<file path="config.mk">
export PLATFORM = sky130hd
export DESIGN_NAME = tone_gen
export DESIGN_NICKNAME = d
export VERILOG_FILES = /design/src/rtl/tone_gen_pkg.sv /design/src/rtl/q11_mul.sv /design/src/rtl/tone_gen.sv
export SDC_FILE = /design/constraint.sdc
export NUM_CORES = 2
export LEC_CHECK = 0
export ABC_AREA = 1
export BUFFER_PORTS_ARGS = -buffer_cell sky130_fd_sc_hd__buf_2
export CORE_MARGIN = 1.5
export CORE_UTILIZATION = 25
export CTS_BUF_LIST = sky130_fd_sc_hd__clkbuf_8
export DETAILED_ROUTE_END_ITERATION = 12
export SLEW_MARGIN = 25
export SYNTH_ARGS = -nofsm -noshare
export SYNTH_HDL_FRONTEND = slang
export SYNTH_HIERARCHICAL = 1
export SYNTH_SLANG_ARGS = --single-unit
</file>
<file path="constraint.sdc">
create_clock -name CLK -period 7.17 [get_ports CLK]
set_clock_uncertainty 0.1 [all_clocks]
set_input_delay 1.434 -clock CLK [delete_from_list [all_inputs] [get_ports CLK]]
set_output_delay 1.434 -clock CLK [all_outputs]
set_load 0.05 [all_outputs]
</file>
<file path="src/rtl/tone_gen_pkg.sv">
// rtl/tone_gen_pkg.sv - shared state type, widths and Q11 scaling for the tone generator
package tone_gen_pkg;

    localparam int DEF_NO_BITS = 32;
    localparam int DEF_FRAC    = 11;
    localparam int DEF_CNT_W   = 16;

    typedef enum logic [1:0] {
        ST_IDLE = 2'd0,
        ST_EMIT = 2'd1,
        ST_CALC = 2'd2,
        ST_DONE = 2'd3
    } state_t;

endpackage

</file>
<file path="src/rtl/q11_mul.sv">
// rtl/q11_mul.sv - signed fixed-point multiply: full product, arithmetic shift by FRAC, truncate
module q11_mul
    import tone_gen_pkg::*;
#(
    parameter int no_bits = DEF_NO_BITS,
    parameter int FRAC    = DEF_FRAC
) (
    input  logic signed [no_bits-1:0] i_a,
    input  logic signed [no_bits-1:0] i_b,
    output logic signed [no_bits-1:0] o_y
);

    logic signed [2*no_bits-1:0] w_prod;
    logic signed [2*no_bits-1:0] w_shift;
    logic                        w_unused_bits;

    assign w_prod  = i_a * i_b;
    assign w_shift = w_prod >>> FRAC;
    assign o_y     = w_shift[no_bits-1:0];

    // Upper bits are dropped on purpose: the result wraps rather than saturates.
    assign w_unused_bits = ^w_shift[2*no_bits-1:no_bits];

endmodule

</file>
<file path="src/rtl/tone_gen.sv">
// rtl/tone_gen.sv - Goertzel-style recursive sine burst generator with valid/ready output
module tone_gen
    import tone_gen_pkg::*;
#(
    parameter int no_bits = DEF_NO_BITS,
    parameter int FRAC    = DEF_FRAC,
    parameter int CNT_W   = DEF_CNT_W
) (
    input  logic                      CLK,
    input  logic                      reset,
    input  logic                      start,
    input  logic                      stop,
    input  logic signed [no_bits-1:0] coef,
    input  logic signed [no_bits-1:0] amp,
    input  logic        [CNT_W-1:0]   burst_len,
    output logic signed [no_bits-1:0] out,
    output logic                      out_valid,
    input  logic                      out_ready,
    output logic                      busy,
    output logic                      done
);

    state_t                    r_state;
    state_t                    w_next;
    logic signed [no_bits-1:0] r_coef;
    logic signed [no_bits-1:0] r_d1;
    logic signed [no_bits-1:0] r_d2;
    logic signed [no_bits-1:0] r_prod;
    logic signed [no_bits-1:0] w_scaled;
    logic        [CNT_W-1:0]   r_len;
    logic        [CNT_W-1:0]   r_cnt;
    logic        [CNT_W-1:0]   w_cnt_inc;
    logic                      r_stop_pend;
    logic                      w_xfer;
    logic                      w_last;

    // Product is registered on the transfer so CALC only has a subtract on its path.
    q11_mul #(
        .no_bits (no_bits),
        .FRAC    (FRAC)
    ) u_mul (
        .i_a (r_coef),
        .i_b (r_d1),
        .o_y (w_scaled)
    );

    assign w_cnt_inc = r_cnt + CNT_W'(1);
    assign w_xfer    = (r_state == ST_EMIT) && out_ready;
    assign w_last    = ((r_len != '0) && (w_cnt_inc == r_len)) || r_stop_pend || stop;
    assign out       = r_d1;

    always_ff @(posedge CLK or negedge reset) begin
        if (!reset) begin
            r_state <= ST_IDLE;
        end else begin
            r_state <= w_next;
        end
    end

    always_comb begin
        w_next    = r_state;
        out_valid = 1'b0;
        busy      = 1'b1;
        done      = 1'b0;
        case (r_state)
            ST_IDLE: begin
                busy = 1'b0;
                if (start) begin
                    w_next = ST_EMIT;
                end
            end
            ST_EMIT: begin
                out_valid = 1'b1;
                if (out_ready) begin
                    w_next = w_last ? ST_DONE : ST_CALC;
                end
            end
            ST_CALC: begin
                w_next = ST_EMIT;
            end
            ST_DONE: begin
                done   = 1'b1;
                w_next = ST_IDLE;
            end
            default: begin
                w_next = ST_IDLE;
            end
        endcase
    end

    always_ff @(posedge CLK or negedge reset) begin
        if (!reset) begin
            r_coef      <= '0;
            r_len       <= '0;
            r_d1        <= '0;
            r_d2        <= '0;
            r_prod      <= '0;
            r_cnt       <= '0;
            r_stop_pend <= 1'b0;
        end else begin
            case (r_state)
                ST_IDLE: begin
                    if (start) begin
                        r_coef      <= coef;
                        r_len       <= burst_len;
                        r_d1        <= amp;
                        r_d2        <= '0;
                        r_cnt       <= '0;
                        r_stop_pend <= 1'b0;
                    end
                end
                ST_EMIT: begin
                    if (w_xfer) begin
                        r_cnt  <= w_cnt_inc;
                        r_prod <= w_scaled;
                    end else if (stop) begin
                        r_stop_pend <= 1'b1;
                    end
                end
                ST_CALC: begin
                    r_d1 <= r_prod - r_d2;
                    r_d2 <= r_d1;
                    if (stop) begin
                        r_stop_pend <= 1'b1;
                    end
                end
                default: begin
                end
            endcase
        end
    end

endmodule

</file>
# == Word-level counts from Yosys, hierarchy flattened ==
# Cells that the tools add are included.
# totals
regBits,163
input_bits,85
output_inout_bits,35
elab_cells,52
# op_classes
add_sub_neg,2
multipliers,1
eq_ne,8
muxes,18
n_reduce_logical,15
# ops
operator,count
32-bit case mux with 2 select lines,2
32-bit two-way mux,2
32-bit by 32-bit multiplier with 43-bit output,1
16-bit two-way mux,2
16-bit case mux with 2 select lines,1
32-bit subtractor,1
16-bit by 1-bit adder with 16-bit output (second input constant),1
16-bit equality test,1
16-bit nonzero test,1
2-bit != test (second input constant),4
2-bit case mux with 4 select lines,1
2-bit AND reduction,4
1-bit two-way mux,7
3-bit AND reduction,2
2-bit equality test (second input constant),2
2-bit two-way mux,2
2-bit nonzero test,2
1-bit case mux with 3 select lines,1
3-bit nonzero test,1
2-bit by 1-bit equality test with 1-bit output (second input constant),1
1-bit logical AND,2
2-bit logical NOT,1
1-bit logical OR,2

# == Longest topological paths before layout ==
# depth
ltp_word,8
depth_mapped,35
ltp_nobuf,33

# == By module ==
# The synthesis kept the hierarchy.
# by_module_without_submodules
mod,instances,cells_each,area_each_um2,seq_area_each_um2
q11_mul,1,3568,27164.8,0.0
tone_gen,1,1193,9153.8,4078.9

# == Worst setup path after synthesis ==
# Ideal clock, no wire load.
# synth_timing
path_type,register to register
start,reg r_d1[14] (netlist: out[14])
end,reg r_prod[24]
setup_ns,0.117
arrival_ns,6.733
t_required_ns,6.953
slack_ns,0.220
path_stages_with_launch,27
n_path_buf,2
synth_period_minus_slack_ns,6.950
path_cell_list,dfrtp_1 -> clkbuf_1 -> buf_1 -> nand2_1 -> inv_1 -> fa_1 -> fa_1 -> inv_1 -> fa_1 -> fa_1 -> inv_1 -> fa_1 -> fa_1 -> fa_1 -> inv_1 -> fa_1 -> inv_1 -> ha_1 -> a21o_1 -> a31oi_1 -> o21ai_0 -> a221oi_1 -> nand2_1 -> nand2_1 -> nand2_1 -> nand2_1 -> nand2_1
# synth_via
elab_chain_cells,1
# synth_lines
item,line,text
"start, declared",tone_gen.sv:26,logic signed [no_bits-1:0] r_d1;
"start signal, assigned",tone_gen.sv:106,r_d1 <= amp;
"start signal, assigned",tone_gen.sv:121,r_d1 <= r_prod - r_d2;
32-bit by 32-bit multiplier with 43-bit output,q11_mul.sv:17,assign w_prod = i_a * i_b;
named net w_scaled[24],tone_gen.sv:29,logic signed [no_bits-1:0] w_scaled;
"end signal, assigned",tone_gen.sv:115,r_prod <= w_scaled;
"end, declared",tone_gen.sv:28,logic signed [no_bits-1:0] r_prod;
# The timed path passes the listed nets, and every way through them passes these cells.
# A chain may end at the register's enable or synchronous reset.

# == Final worst setup path ==
# layout_timing
start,reg r_d1[7] (netlist: out[7])
end,reg r_prod[14]
# The elaborated chain is that of the path after synthesis.

==> reports/qor.txt <==
outcome - completed
Post-synth EDFFs - 0
Worst Setup End Kind - flip-flop
standard-cell rows - 139
TritonCTS clock tree - yes
Skew-Pair Late Insertion Delay - 0.61 ns
hold path depth - 2
remaining antenna violation count - 0
Period minus WS final - 6.931 ns
Hold Crit Start - r_prod[14]
Via density - 4.355
CTS Hold Bufs - 0
vias in the first global route - 31,503
Synth Instances - 4,761
GRT overflow - 0
period utilization - 96.67%
# port buffers - 119
share of the synthesized area in the top cell type - 39.74%
Remaining DRCs - 0
crit path max fanout - 13
Slew @ Worst Pin - 1.004 ns
DR WL/cell - 16.83 um
initial core utilization - 25.25%
Mapped Nets - 5,761
RSZ-0062 raised after global routing - yes
first-pass GRT wire length - 176,800 um
Final Hold Violating Endpoints - 0
Netlist cell types - 48
R2R setup slack - 0.24 ns
Num Clock Sinks - 163
count of pins over their slew limit - 0
synthesis-stage register bit count - 163
Final Util - 28.89%
crit path kind - flip-flop to flip-flop
Required @ worst endpoint - 7.58 ns
First DRT Iteration DRCs - 1,793
Longest Clk Path Bufs - 2
worst-case reg-to-reg path depth - 24
crit path DAT - 7.34 ns
Root Buffer - clkbuf_8
Worst Hold Path EP - r_prod[14]
Synth warnings - 6
hpwl dp - 91,200 um
# setup viols final - 0
Worst-path clk slew - 0.10 ns
routed vias - 29,661
routability congestion estimate - 0.9171
Layout Cells excl Fill - 6,811
Synth area leader - fa_1
Reg-to-Reg Start - out[7]
initial antenna violation count - 8
Die Wd - 384.2 um
ys flop type - dfrtp_1
fillers - 15,443
share of cells above drive strength 1 - 10.39%
Die ar. - 147,600 um^2
Synth async-reset ratio - 100.0%
Slew HR - 33.07%
Die H - 384.2 um
Area contributors post-synth - fa_1 (40%), inv_1 (14%), nand2_1 (14%), dfrtp_1 (11%), ha_1 (6.7%)
IO Pins - 120
core area - 143,800 um^2
element type at the critical path start - flip-flop
synthesized area - 36,320 um^2
max_cap viols - 0
Synth-to-Final Area Change - 14.40%
GRT Resource Usage Total - 15.42%
reg2reg end - r_prod[14]
Nets - 5,894
HP Class - flip-flop to flip-flop
register area share after synthesis - 11.23%
largest net degree at the start of global routing - 136
placed cells - 6,752
Syn Area/Cell - 7.628 um^2
Routed WL - 114,600 um
DRT Pass-1 Iters - 5
Max Clock Freq - 0.1443 GHz
CTS HTree Levels - 4
total CTS buffers - 17
-- final cells by class --
class / count / area [um^2] / share of cell area, %
Antenna cell: 1 / 2.502 / 0.006023
Clock buffer: 17 / 234.0 / 0.5632
Clock inverter: 15 / 146.4 / 0.3523
Inverter: 1360 / 5105 / 12.29
Multi-Input combinational cell: 3040 / 26740 / 64.37
Sequential cell: 163 / 4100 / 9.869
Tap cell: 1903 / 2381 / 5.731
Timing Repair Buffer: 312 / 2835 / 6.824
-- how the worst max path moves through the flow --
stage,from,cells past startpoint,endpoint,slack [ns]
floorplan,out[14],26,r_prod[24],0.22
global placement,r_coef[6],25,r_prod[26],0.04
detailed placement,r_coef[6],25,r_prod[26],-0.02
CTS,r_coef[6],25,r_prod[26],0.03
global route,out[3],30,r_prod[19],-0.03
finish,out[7],24,r_prod[14],0.24
-- layout by cell type (no fill, tap or decap), types with 9 or more instances in the layout --
master	count
xnor2_1	20
nor2_1	162
fa_1	716
buf_4	130
nor3_1	16
o21ai_0	98
buf_12	50
xor2_1	39
o21ai_1	19
a21oi_1	114
nor2_2	23
inv_1	1347
dfrtp_2	17
a21oi_2	10
o22ai_1	9
ha_1	180
nand2_1	1304
inv_2	10
a21o_1	9
clkbuf_8	17
nand2_2	14
nand4_1	26
ha_4	11
buf_2	118
dfrtp_1	146
nand3_1	154
mux2_2	32
-- metrics by stage --
step	worst slack, ns	TNS [ns]	hold slack (ns)	cell area (um^2)
floorplan	0.2202	0	0.3483	36320
global placement	0.04090	0	0.3684	40370
detailed placement	-0.01844	-0.01844	0.3764	40370
CTS	0.02738	0	0.4003	40760
global route	-0.02529	-0.09791	0.4250	41550
finish	0.2390	0	0.3981	41550
-- metal layers --
metal  up-vias  global-route usage (%)  routed length, um
met2       757                   26.88              56040
li1      13873                       -                  -
met3       119                   1.547               5603
met5         -                       0                 20
met1     14910                   20.23              49840
met4         2                   4.099               3114
-- worst max-delay path: stages (launching register included) --
cell and delay [ns]:
dfrtp_2 0.44, buf_4 0.18, clkbuf_16 0.20, nand2_1 0.07
inv_1 0.05, fa_1 0.46, fa_1 0.45, fa_1 0.55
inv_1 0.06, fa_1 0.49, inv_1 0.06, fa_1 0.48
fa_1 0.58, fa_1 0.46, fa_1 0.49, ha_1 0.33
a21o_1 0.19, a31oi_1 0.29, o21ai_0 0.15, inv_1 0.07
nand2_1 0.10, a21oi_1 0.24, xnor2_2 0.18, nand2_1 0.10
nand2_1 0.08
-- what timing repair did --
item | 4_1_cts | 5_1_grt
endpoints found under the setup margin | 2 | 21
pin swaps | 0 | 33
gates cloned | 0 | 8
resized for setup | 2 | 118
setup buffers | 0 | 18
-- cell families after synthesis --
| kind of cell | share of synthesized area, % |
|---|---|
| muxes | 0.9922 |
| and+or+nand+nor | 19.08 |
| adders and majority gates | 46.43 |
| xor gates and xnor gates | 1.557 |
| buffers and inverters | 16.24 |
| AOI/OAI and AO/OA | 4.472 |
| DFF | 11.23 |
-- cells in the mapped netlist, drive strengths merged (10+ instances only) --
master,number
nor3,22
dfrtp,163
o21ai,125
a31oi,10
a21oi,126
buf,39
nor2,188
ha,194
nand4,26
fa,721
inv,1356
nand3,156
mux2,32
clkbuf,159
xnor2,21
nand2,1319
xor2,41
-- flip-flops by register name, indices dropped and copies added, names as in the netlist --
| name | count |
|---|---|
| r_prod | 32 |
| r_cnt | 16 |
| r_state | 2 |
| r_coef | 32 |
| r_len | 16 |
| r_stop_pend | 1 |
| out | 32 |
| r_d2 | 32 |
Power is left out: the tool's default activity adds up to more than one toggle a clock period on the data nets, which glitch-free logic cannot reach.
